File: src/rtl/grayscale_pack_fifo.sv
// Packs a stream of grayscale pixel bytes into 32-bit words and queues them in a small FIFO
// drained through a single-cycle CPU custom instruction (pop / status / clear).
module grayscale_pack_fifo #(
    parameter logic [7:0]  customInstructionId = 8'd14,
    parameter int unsigned fifoDepthLog2       = 3
) (
    input  logic        clock,
    input  logic        reset,
    input  logic        pixelValid,
    input  logic [7:0]  pixelGray,
    input  logic        start,
    input  logic [7:0]  iseId,
    input  logic [31:0] valueA,
    input  logic [31:0] valueB,
    output logic        done,
    output logic [31:0] result
);

    localparam int unsigned DEPTH = 1 << fifoDepthLog2;
    localparam logic [fifoDepthLog2:0] CNT_ONE  = 1;
    localparam logic [fifoDepthLog2:0] CNT_FULL = DEPTH[fifoDepthLog2:0];

    typedef enum logic [1:0] {
        OP_POP    = 2'd0,
        OP_STATUS = 2'd1,
        OP_CLEAR  = 2'd2,
        OP_RSVD   = 2'd3
    } op_t;

    logic [31:0]              mem [DEPTH];
    logic [fifoDepthLog2-1:0] wr_ptr, rd_ptr;
    logic [fifoDepthLog2:0]   count;
    logic [1:0]               byte_cnt;
    logic [23:0]              pack_reg;
    logic                     overflow;

    op_t         op;
    logic        accept, is_empty, is_full, word_done;
    logic        do_pop, do_clear, do_push;
    logic [31:0] status_word;
    logic        unused_bits;

    assign unused_bits = ^{valueB, valueA[31:2]};

    always_comb begin
        op          = op_t'(valueA[1:0]);
        accept      = start && (iseId == customInstructionId);
        is_empty    = (count == '0);
        is_full     = (count == CNT_FULL);
        word_done   = pixelValid && (byte_cnt == 2'd3);
        do_pop      = accept && (op == OP_POP) && !is_empty;
        do_clear    = accept && (op == OP_CLEAR);
        // A pop on the same edge frees the slot a completing word needs.
        do_push     = word_done && !do_clear && (!is_full || do_pop);
        status_word = '0;
        status_word[31] = overflow;
        status_word[30] = is_empty;
        status_word[29] = is_full;
        status_word[9:8] = byte_cnt;
        status_word[fifoDepthLog2:0] = count;
    end

    always_ff @(posedge clock) begin
        if (do_push) begin
            mem[wr_ptr] <= {pack_reg, pixelGray};
        end
    end

    always_ff @(posedge clock or posedge reset) begin
        if (reset) begin
            wr_ptr   <= '0;
            rd_ptr   <= '0;
            count    <= '0;
            byte_cnt <= '0;
            pack_reg <= '0;
            overflow <= 1'b0;
            done     <= 1'b0;
            result   <= '0;
        end else begin
            done   <= accept;
            result <= '0;
            if (accept) begin
                case (op)
                    OP_POP:    result <= is_empty ? '0 : mem[rd_ptr];
                    OP_STATUS: result <= status_word;
                    default:   result <= '0;
                endcase
            end

            if (do_clear) begin
                wr_ptr   <= '0;
                rd_ptr   <= '0;
                count    <= '0;
                byte_cnt <= '0;
                overflow <= 1'b0;
            end else begin
                if (pixelValid) begin
                    byte_cnt <= byte_cnt + 2'd1;
                    case (byte_cnt)
                        2'd0:    pack_reg[23:16] <= pixelGray;
                        2'd1:    pack_reg[15:8]  <= pixelGray;
                        2'd2:    pack_reg[7:0]   <= pixelGray;
                        default: ;
                    endcase
                end
                if (word_done && !do_push) begin
                    overflow <= 1'b1;
                end
                if (do_push) begin
                    wr_ptr <= wr_ptr + 1'b1;
                end
                if (do_pop) begin
                    rd_ptr <= rd_ptr + 1'b1;
                end
                case ({do_push, do_pop})
                    2'b10:   count <= count + CNT_ONE;
                    2'b01:   count <= count - CNT_ONE;
                    default: ;
                endcase
            end
        end
    end

endmodule

File: config.mk
export PLATFORM = sky130hd
export DESIGN_NAME = grayscale_pack_fifo
export DESIGN_NICKNAME = d
export VERILOG_FILES = /design/src/rtl/grayscale_pack_fifo.sv
export SDC_FILE = /design/constraint.sdc
export NUM_CORES = 1
export LEC_CHECK = 0
export CORE_MARGIN = 3
export CORE_UTILIZATION = 30
export DETAILED_ROUTE_END_ITERATION = 8
export SLEW_MARGIN = 20
export SYNTH_ARGS = -nofsm -noshare
export SYNTH_HDL_FRONTEND = slang
export SYNTH_SLANG_ARGS = --single-unit
File: constraint.sdc
create_clock -name clock -period 6.3 [get_ports clock]
set_clock_uncertainty 0.1 [all_clocks]
set_input_delay 1.26 -clock clock [delete_from_list [all_inputs] [get_ports clock]]
set_output_delay 1.26 -clock clock [all_outputs]
set_load 0.02 [all_outputs]
==> results by group <==
Status
  – Outcome: finished, final reports clean

Critical path
  – Crit path DAT: 4.48 ns
  – Crit Path Category: in -> reg
  – Critical Path RT: 6.34 ns
  – Reg2reg setup slack: 2.98 ns
  – Crit path launch type: primary input
  – CP max FO: 32
  – CP Capture Type: flop

STA
  – Setup-failing EPs final: 0
  – Unrepaired setup endpoints after global routing: false
  – Pins over their slew limit: 0
  – Worst slew margin: 30.5%
  – Fmax: 225 MHz
  – Final Hold Fails: 0
  – Total negative slack: 0 ns
  – Final period util: 70.5%
  – Worst hold slack: 0.405 ns
  – Final Critical Period: 4.44 ns
  – Worst-Margin Slew: 1.04 ns
  – Final setup margin: 1.86 ns

Synthesis
  – Async SR Flop Fraction: 21.5%
  – Post-Syn Area: 0.0124 sq mm
  – Synthesized Nets: 696
  – Post-synthesis sequential area ratio: 76.0%
  – EDFF count, synth: 256
  – Biggest area consumer among synthesized cells: edfxtp_1
  – Yosys warns: 0
  – Post-synth cell types: 40
  – Syn Inst Count: 603
  – Main synth FF type: edfxtp_1
  – Synth area leaders: edfxtp_1, dfrtp_1, mux4_2, mux2i_1, mux2_2
  – Register bit total from synthesis: 326
  – Yosys top cell area share: 61.9%
  – Synth Area per Inst: 20.6 sq um

Finish
  – Util after Layout: 36.7%
  – Area grow syn2layout: 19.0%
  – Layout cells sized above 1: 24.7%
  – # diodes: 0
  – Number of flip-flops in the largest register: 256
  – Nets: 774
  – Final non-filler cell total: 1,233
  – Most frequent cells in the layout: edfxtp_1, dfrtp_1, mux4_2, clkdlybuf4s50_1
  – Fill count: 3,658
  – Most common cell after layout, fill and taps aside: edfxtp_1

Power and ir drop
  – Worst vdd ir: 0.000165 V
  – Internal: 4100 uW
  – Sequential power share: 55.2%
  – Comb power frac: 8.3%
  – Power share of the clock group: 36.4%
  – Power Density: 365 mW/mm^2
  – Sw Ratio: 24.1%
  – Sw power: 1300 uW
  – Leak Pwr: 0.00482 uW

GRT
  – GRT Util Overall: 11.5%
  – Met1 Use GR: 14.8%
  – Total gr overflow: 0
  – Pin count of the biggest net entering global routing: 60
  – Initial antenna violation count: 0
  – First-pass GRT wire length: 38,600 microns
  – Vias in the first global route: 6,130
  – Met3 Use GR: 2.47%
  – Met2 Use GR: 19.8%
  – Gr busiest metal: met2

Clocking
  – H-Tree Level Count: 2
  – Post-CTS resize count: 0
  – Root Buffer: clkbuf_16
  – CTS Sinks: 326
  – CTS Buf Count: 35
  – Max Root-Sink Buffers: 3
  – Clock Latency Late Sink: 0.51 ns
  – Hold Buf Count CTS: 0
  – CTS tree: built
  – CTS clock-pin slew for the worst setup and hold paths: 0.06 ns
  – Postcts setup bufs: 0

Placement
  – Gp weighted congestion: 0.714
  – Pre-CTS WS: 1.30 ns
  – Placed cells: 1,169
  – IO Port Bufs: 54
  – DP Wirelength: 13,400 microns

Drt
  – Drt drc: 0
  – Drt total wl: 25,000 microns
  – Starting DRT DRC Count: 432
  – WL per Instance: 20.3 microns
  – Post-route ant nets: 0
  – DR vias/cell: 4.64
  – Via count: 5,718
  – Detailed Routing Iterations Pass 1: 4

Die
  – Die boundary width: 209 microns
  – Die Y: 209 microns
  – IO Pins: 117
  – DIE AREA: 0.0439 sq mm
  – Initial Utilization: 30.8%
  – Core footprint: 0.0403 sq mm
  – Floorplan row count: 73

Job
  – Max Cap Viol: 0

Worst hold path
  – HP Class: reg -> reg
[path summary, 6_finish.rpt]
check	start	end	depth (start not counted)
max in group asynchronous	reset	rd_ptr[0]	3
max reg2reg	count[1]	mem[2][12]	6
max	iseId[4]	mem[2][12]	7
min	overflow	overflow	2
min in group asynchronous	reset	result[23]	2
min reg2reg	overflow	overflow	2
[per-stage QoR]
| stage | area, sq um | total power [uW] |
|---|---|---|
| 2_1_floorplan | 12400 | 3260 |
| 3_3_place_gp | 13700 | 3450 |
| 3_5_place_dp | 13700 | 3480 |
| 4_1_cts | 14800 | 5460 |
| 5_1_grt | 14800 | 5620 |
| 6_report | 14800 | 5400 |
[synth_stat cells (all sizes together) (2+ instances only)]
cell	n
edfxtp	256
dfrtp	70
mux4	64
nor2	40
mux2i	36
mux2	24
nand2	18
clkbuf	14
buf	13
o21ai	9
ha	8
a21oi	7
nand3	7
xnor2	6
nor4	5
inv	4
nor3	4
xor2	3
nand2b	2
or4	2
[power by group through the flow]
stage / sequential, uW / combinational, uW / clock [uW]
global route: 3020 / 497 / 2100
floorplan: 2930 / 328 / 0
detailed placement: 3020 / 460 / 0
global placement: 3000 / 451 / 0
CTS: 2980 / 463 / 2020
finish: 2980 / 449 / 1970
[layer usage]
metal  vias to the layer above  wire length [microns]
li1                       2559                      -
met1                      3003                  10700
met2                       117                  12700
met3                        39                   1150
met4                         0                    513
met5                         -                      0
[worst max-delay path, cell delays in order]
cell and delay [ns]:
clkdlybuf4s50_1 0.40, or4b_4 0.57, or4_2 1.01, a21oi_2 0.24
nand2_1 0.23, nor4_4 0.20, buf_4 0.53
[final cells by class]
class                   count  area, sq um  share of cell area, %
flip-flops and latches    326         9450                   63.9
multi-input cells         246         2900                   19.6
clock buffers              54         1020                   6.89
well taps                 525          657                   4.44
repair buffers             68          646                   4.37
clock inverters            10         95.1                  0.643
inverters                   4         16.3                  0.110
[cells by family after synthesis]
| logic type | count (synthesis) | share of synthesized area [%] |
|---|---|---|
| fa+ha+maj | 9 | 0.967 |
| flops | 326 | 76.0 |
| simple gates | 85 | 3.43 |
| xor+xnor | 9 | 0.635 |
| mux | 124 | 16.8 |
| buf+inv | 31 | 1.20 |
| compound gates | 19 | 0.987 |
No activity file was read; power rests on OpenSTA's default activity.
